File: src/rtl/ifetch.sv
// Instruction fetch unit: fetch PC, a small prefetch queue and redirect/flush handling.
// Optional macro FETCH_MISALIGN_TRAP_EN adds a sticky misaligned-redirect flag that freezes fetch.
module ifetch #(
    parameter logic [31:0] RESET_PC = 32'h0000_0000,
    parameter int          QDEPTH   = 2
) (
    input  logic        clk,
    input  logic        reset,
    output logic [31:0] iaddr,
    input  logic [31:0] idata,
    input  logic        redirect,
    input  logic [31:0] redirect_pc,
    output logic        instr_valid,
    input  logic        instr_ready,
    output logic [31:0] instr,
    output logic [31:0] instr_pc
`ifdef FETCH_MISALIGN_TRAP_EN
    ,
    output logic        misalign_err
`endif
);

    localparam int          PW        = (QDEPTH == 4) ? 2 : 1;
    localparam logic [PW:0] CNT_ZERO  = (PW + 1)'(0);
    localparam logic [PW:0] CNT_ONE   = (PW + 1)'(1);
    localparam logic [PW:0] CNT_FULL  = (PW + 1)'(QDEPTH);
    localparam logic [PW-1:0] PTR_ZERO = PW'(0);
    localparam logic [PW-1:0] PTR_ONE  = PW'(1);

    logic [31:0]   fpc_q, fpc_d;
    logic [PW-1:0] head_q, head_d;
    logic [PW-1:0] tail_q, tail_d;
    logic [PW:0]   cnt_q, cnt_d;
    logic [31:0]   mem_pc_q   [QDEPTH];
    logic [31:0]   mem_data_q [QDEPTH];
    logic          push_s, pop_s, full_s, freeze_s;
    logic          err_q, err_d;

    // Next-state logic for fetch PC, queue pointers and the sticky error flag.
    always_comb begin
        full_s = (cnt_q == CNT_FULL);
        pop_s  = (cnt_q != CNT_ZERO) && instr_ready;
`ifdef FETCH_MISALIGN_TRAP_EN
        freeze_s = err_q;
        if (redirect && (redirect_pc[1:0] != 2'b00)) begin
            err_d = 1'b1;
        end else begin
            err_d = err_q;
        end
`else
        freeze_s = 1'b0;
        err_d    = 1'b0;
`endif
        push_s = !redirect && !freeze_s && (!full_s || pop_s);
        fpc_d  = fpc_q;
        head_d = head_q;
        tail_d = tail_q;
        cnt_d  = cnt_q;
        if (redirect) begin
            // Flush wins over any pop/push; low address bits are dropped.
            fpc_d  = redirect_pc & 32'hFFFF_FFFC;
            head_d = PTR_ZERO;
            tail_d = PTR_ZERO;
            cnt_d  = CNT_ZERO;
        end else begin
            if (push_s) begin
                fpc_d  = fpc_q + 32'd4;
                tail_d = tail_q + PTR_ONE;
            end else begin
                fpc_d  = fpc_q;
            end
            if (pop_s) begin
                head_d = head_q + PTR_ONE;
            end else begin
                head_d = head_q;
            end
            case ({push_s, pop_s})
                2'b10:   cnt_d = cnt_q + CNT_ONE;
                2'b01:   cnt_d = cnt_q - CNT_ONE;
                default: cnt_d = cnt_q;
            endcase
        end
    end

    // State registers and queue storage.
    always_ff @(posedge clk or posedge reset) begin
        if (reset) begin
            fpc_q  <= RESET_PC;
            head_q <= PTR_ZERO;
            tail_q <= PTR_ZERO;
            cnt_q  <= CNT_ZERO;
            err_q  <= 1'b0;
            for (int i = 0; i < QDEPTH; i++) begin
                mem_pc_q[i]   <= 32'h0000_0000;
                mem_data_q[i] <= 32'h0000_0000;
            end
        end else begin
            fpc_q  <= fpc_d;
            head_q <= head_d;
            tail_q <= tail_d;
            cnt_q  <= cnt_d;
            err_q  <= err_d;
            if (push_s) begin
                mem_pc_q[tail_q]   <= fpc_q;
                mem_data_q[tail_q] <= idata;
            end
        end
    end

    assign iaddr       = fpc_q;
    assign instr_valid = (cnt_q != CNT_ZERO);
    assign instr       = mem_data_q[head_q];
    assign instr_pc    = mem_pc_q[head_q];
`ifdef FETCH_MISALIGN_TRAP_EN
    assign misalign_err = err_q;
`endif

endmodule

File: config.mk
export PLATFORM = sky130hd
export DESIGN_NAME = ifetch
export DESIGN_NICKNAME = d
export VERILOG_FILES = /design/src/rtl/ifetch.sv
export SDC_FILE = /design/constraint.sdc
export NUM_CORES = 1
export LEC_CHECK = 0
export BUFFER_PORTS_ARGS = -buffer_cell sky130_fd_sc_hd__buf_2
export CORE_MARGIN = 2
export CORE_UTILIZATION = 36
export DETAILED_ROUTE_END_ITERATION = 7
export PLACE_DENSITY_LB_ADDON = 0.08
export SLEW_MARGIN = 20
export SYNTH_ARGS = -nofsm -noshare
export SYNTH_HDL_FRONTEND = slang
export SYNTH_SLANG_ARGS = --single-unit
File: constraint.sdc
create_clock -name clk -period 6.7 [get_ports clk]
set_clock_uncertainty 0.05 [all_clocks]
set_input_delay 1.34 -clock clk [delete_from_list [all_inputs] [get_ports clk]]
set_output_delay 1.34 -clock clk [all_outputs]
set_load 0.02 [all_outputs]
# Word-level counts from Yosys, hierarchy flattened
# Cells that the tools add are included.
# op_classes
n_addsub	5
mul	0
div_mod_pow	0
n_lt_le_gt_ge	3
n_eq_ne	3
shifts	0
muxes	18
bitwise_logic	2
n_reduce_logical	10
# op_table
op	count
32-bit 2-to-1 mux	9
64-bit bitwise mux	2
32-bit by 3-bit adder with 32-bit output, second input constant	1
32-bit demux with 1-bit select	1
2-bit nonzero test	3
2-bit == test, second input constant	2
2-bit >= comparator, second input constant	2
1-bit 2-to-1 mux	4
1-bit NOT with 2-bit output	2
2-bit one-hot mux with 2 select lines	1
1-bit logical AND	3
3-bit nonzero test	1
1-bit adder, second input constant	2
2-bit by 1-bit adder with 2-bit output, second input constant	1
2-bit by 1-bit == test with 1-bit output, second input constant	1
1-bit zero test	2
2-bit by 1-bit < comparator with 1-bit output, second input constant	1
2-bit 2-to-1 mux	1
2-bit by 1-bit subtractor with 2-bit output, second input constant	1
1-bit logical OR	1
# word_totals
register_bits	164
latch_bits	0
ramBits	0
rom_bits	0
in_bits	68
output_inout_bits	97
memories	0

# Logic depth before layout (Yosys ltp)
# logic_depth
ltp_word	7
mapped_depth	7

# Worst setup path after synthesis
# OpenSTA, ideal clock, no wires.
# synth_path
path_kind	input to register
from	in instr_ready
to	reg mem_data_q[0] (netlist name)
arrival_time_ps	2750
required_time_ps	6525
path_slack_ps	3776
stages	6
n_path_buf	3
cell_sequence	or3b_2 buf_2 and3_1 clkbuf_1 buf_2 mux2_2
# synth_via
elab_chain_len	3
# synth_rtl
element	line	source
start, declared	14	input logic instr_ready,
1-bit logical AND	42	pop_s = (cnt_q != CNT_ZERO) && instr_ready;
1-bit logical OR	54	push_s = !redirect && !freeze_s && (!full_s || pop_s);
1-bit logical AND	54	
end signal, assigned by index	105	mem_data_q[tail_q] <= idata;
end, declared	35	logic [31:0] mem_data_q [QDEPTH];
# No other way between the ends.
# A chain may end at the register's enable or synchronous reset.

# Worst setup path after layout
# layout_path
from	in redirect
to	reg mem_data_q[5] (netlist name)
# layout_via
elab_chain_len	2
# layout_rtl
element	line	source
start, declared	11	input logic redirect,
1-bit zero test	54	
1-bit logical AND	54	
# No other way between the ends.

==> metrics.log <==
INFO  metric post-cts-setup-buffer-count = 0
INFO  metric p_comb_frac = 0.253
INFO  metric critical-path-max-stage-delay = 1.02 ns
INFO  metric clock_latency = 0.41 ns
INFO  metric power.switching_fraction = 0.2947
INFO  metric clock_tree.root_cell = sky130_fd_sc_hd__clkbuf_16
INFO  metric antenna_found_initial = 0
INFO  metric row_count = 51
INFO  metric post_route_clock_period_utilization = 0.6092
INFO  metric register_area = 3955 um^2
INFO  metric p_leak = 0.003790 uW
INFO  metric cp-start-kind = primary input
INFO  metric grt_pass1_vias = 5192
INFO  metric powerDensity = 347.8 nW/um^2
INFO  metric net-switching-power = 910.8 uW
INFO  metric hold_path_class = flop to flop
INFO  metric cell_class_contributing_the_biggest_share_of_worst_path_delay = buffers and inverters
INFO  metric floorplan.initialDensity = 0.3698
INFO  metric routed_wl = 17010 um
INFO  metric cp.buffers_inverters = 3
INFO  metric place_hpwl = 11390 um
INFO  metric via_count = 4913
INFO  metric post_drt_via_cell_ratio = 5.018
INFO  metric place_congestion = 0.7364
INFO  metric slew-limit-headroom = 0.3153
INFO  metric final_core_utilization = 0.4522
INFO  metric grtUsageTotal = 0.1656
INFO  metric diodes = 0
INFO  metric category_of_the_worst_setup_path_capture_point = flop
INFO  metric first_iter_violations = 195
INFO  metric period_needed = 4.082 ns
INFO  metric yosysWarnings = 0
INFO  metric cts_htree_levels = 4
INFO  metric timing.setup.critical_path_class = primary input to flop
INFO  metric worst-slew-pin-transition = 1.027 ns
INFO  metric numClockSinks = 158
INFO  metric num_ports = 165
INFO  metric quantity_of_hold_fixing_buffers_added_after_cts = 0
INFO  metric number_of_buffers_added_by_the_clock_tree_synthesis_step = 17
INFO  metric yosys_register_bits = 158
INFO  metric post_drt_wl_per_cell = 17.37 um
INFO  metric cell_with_the_largest_stage_delay_on_the_worst_path = sky130_fd_sc_hd__and3_2
INFO  metric netlist_area = 7268 um^2
INFO  metric netlist_instances = 555
INFO  metric placeableCoreArea = 19650 um^2
INFO  metric cp_max_fo = 36
INFO  metric grt_first_pass_wirelength = 27810 um
INFO  metric setup_repair_after_global_routing_missed_its_margin = false
INFO  metric syn2layout_area_growth = 22.28%
INFO  metric fillerInstances = 1871
INFO  metric finalNetCount = 771
INFO  metric finalHoldViolCount = 0
INFO  metric yosysSeqAreaShare = 0.5440
INFO  metric timing.final.max_slew_violations = 0
INFO  metric share_seq_of_total_power = 0.423
INFO  metric post_route_cells_drive_above_1_share = 0.5448
INFO  metric footprint_of_the_multi_input_gates = 3128 um^2
INFO  metric fmaxAchievable = 245.0 MHz
INFO  metric grt_start_max_net_pins = 100
INFO  metric die_height = 146.1 um
INFO  metric netlist-cell-type-count = 36
INFO  metric detail_route.first_pass.iterations = 6
INFO  metric cp.required = 6.94 ns
INFO  metric worstPathCellList = buf_2, inv_1, and3_2, buf_4, mux2_2
INFO  metric io_buffer_count = 158
INFO  metric result_of_the_run = finished, final reports clean
INFO  metric floorplan.die_area = 21340 um^2
INFO  metric vdd_drop_max = 0.1729 mV
INFO  metric setup_tns = 0 ns
INFO  metric antenna_nets_post_route = 0
INFO  metric tritoncts = built
INFO  metric cap_violations = 0
INFO  metric max-clock-path-buffers = 2
INFO  metric remaining_drc_errors = 0
INFO  metric worst_setup_hold_path_clk_slew = 0.06 ns
INFO  metric clock_power_share = 0.324
INFO  metric reg2reg_setup_slack = 3.89 ns
INFO  metric syn-mean-instance-area = 13.10 um^2
INFO  metric post_cts.resized_instances = 0
INFO  metric globalRoute.totalOverflow = 0
INFO  metric setup_violations = 0
INFO  metric cp_data_arrival_time = 4.33 ns
INFO  metric power_report.internal_total = 2180 uW
INFO  metric timing.hold.ws = 0.4501 ns
INFO  metric dieWidth = 146.1 um
==> through the flow <==
step / total power, uW / cells / area [um^2] / setup slack [ns]
finish: 3091 / 979 / 8887 / 2.618
global route: 3267 / 979 / 8887 / 2.327
floorplan: 1866 / 558 / 7279 / 1.047
global placement: 2091 / 948 / 8274 / 2.098
CTS: 3140 / 979 / 8887 / 2.548
detailed placement: 2123 / 948 / 8274 / 2.089
==> sequential cells by signal (all words and copies together), names as in the netlist <==
signal      flops
cnt_q           2
head_q          1
iaddr          30
mem_data_q     64
mem_pc_q       60
tail_q          1
==> synthesized netlist by cell type <==
master	number	area share
sky130_fd_sc_hd__ha_1	1	0.0017
sky130_fd_sc_hd__or3_1	3	0.0026
sky130_fd_sc_hd__o21a_1	1	0.0010
sky130_fd_sc_hd__inv_1	7	0.0036
sky130_fd_sc_hd__clkbuf_1	17	0.0088
sky130_fd_sc_hd__mux2_2	186	0.29
sky130_fd_sc_hd__a31oi_1	16	0.014
sky130_fd_sc_hd__mux2i_1	1	0.0014
sky130_fd_sc_hd__a21oi_1	1	0.00069
sky130_fd_sc_hd__or4_1	17	0.018
sky130_fd_sc_hd__buf_4	6	0.0062
sky130_fd_sc_hd__buf_2	10	0.0069
sky130_fd_sc_hd__nor4_1	3	0.0026
sky130_fd_sc_hd__nor3_1	4	0.0028
sky130_fd_sc_hd__xnor2_1	9	0.011
sky130_fd_sc_hd__nor4b_1	1	0.0012
sky130_fd_sc_hd__and3_1	2	0.0017
sky130_fd_sc_hd__dfrtp_1	158	0.54
sky130_fd_sc_hd__nand2_1	24	0.012
sky130_fd_sc_hd__nor2b_1	1	0.00086
sky130_fd_sc_hd__or3b_2	1	0.0012
sky130_fd_sc_hd__o31a_1	1	0.0012
sky130_fd_sc_hd__nand2b_1	2	0.0017
sky130_fd_sc_hd__or2_2	3	0.0026
sky130_fd_sc_hd__nor2_1	19	0.0098
sky130_fd_sc_hd__nand3_2	1	0.0014
sky130_fd_sc_hd__conb_1	1	0.00052
sky130_fd_sc_hd__o31ai_1	15	0.015
sky130_fd_sc_hd__o21ai_0	14	0.0096
sky130_fd_sc_hd__nand4_2	1	0.0017
sky130_fd_sc_hd__nand4_1	7	0.0060
sky130_fd_sc_hd__buf_1	5	0.0026
sky130_fd_sc_hd__and4_1	3	0.0036
sky130_fd_sc_hd__xor2_1	6	0.0072
sky130_fd_sc_hd__nand3_1	7	0.0048
sky130_fd_sc_hd__nor3b_2	1	0.0017
==> metal layers <==
metal,share of wire,vias to the layer above,routed length [um],GRT usage
li1,-,2308,-,-
met1,0.45,2469,7669,0.2136
met2,0.50,117,8438,0.2781
met3,0.039,19,662,0.03656
met4,0.014,0,240,0.05388
met5,0,-,0,0
==> cell usage in the layout, fill, tap and decap left out, types with 7 or more instances in the layout <==
cell / n
sky130_fd_sc_hd__buf_2: 158
sky130_fd_sc_hd__xnor2_1: 9
sky130_fd_sc_hd__dfrtp_1: 157
sky130_fd_sc_hd__clkbuf_16: 17
sky130_fd_sc_hd__nand3_1: 7
sky130_fd_sc_hd__nand2_1: 24
sky130_fd_sc_hd__a31oi_1: 16
sky130_fd_sc_hd__nand4_1: 7
sky130_fd_sc_hd__or4_1: 17
sky130_fd_sc_hd__o31ai_1: 15
sky130_fd_sc_hd__mux2_2: 186
sky130_fd_sc_hd__nor2_1: 19
sky130_fd_sc_hd__o21ai_0: 14
==> worst reg2reg max path: cells and delay by family, from the launching register on <==
family	cells	cell delay, ns
buffers and inverters	1	0.53
AND/OR/NAND/NOR	2	1.30
flip-flops	1	0.41
multiplexers	1	0.41
==> final cells by class <==
class / count / share of cell area
well taps: 265 / 0.03731
clock inverters: 11 / 0.01872
inverters: 7 / 0.003520
repair buffers: 163 / 0.09320
flip-flops and latches: 158 / 0.4450
clock buffers: 20 / 0.05026
multi-input cells: 355 / 0.3520
==> power by group through the flow <==
stage | Combinational [uW] | Sequential (uW) | Clock [uW]
2_1_floorplan | 573 | 1290 | 0
3_3_place_gp | 782 | 1310 | 0
3_5_place_dp | 796 | 1330 | 0
4_1_cts | 799 | 1310 | 1030
5_1_grt | 847 | 1340 | 1080
6_report | 783 | 1310 | 1000
==> kinds of logic (layout without fill, tap and decap cells) <==
group,Yosys count,in the layout,share of synthesized area
buffers and inverters,45,201,0.02806
other,1,4,0.0005159
adders and majority gates,1,1,0.001721
xor gates and xnor gates,15,15,0.01808
muxes,187,187,0.2896
AOI/OAI and AO/OA,48,48,0.04183
DFF,158,158,0.5440
and+or+nand+nor,100,100,0.07626
==> path summary, 6_finish.rpt <==
check,start,endpoint,depth (start not counted)
setup reg to reg,cnt_q[1],mem_data_q[5],4
max in group asynchronous,reset,head_q,3
hold reg to reg,mem_data_q[11],mem_data_q[11],1
setup / recovery,redirect,mem_data_q[5],5
min in group asynchronous,reset,mem_data_q[5],2
hold / removal,mem_data_q[11],mem_data_q[11],1
(Power assumes the default switching activity.)
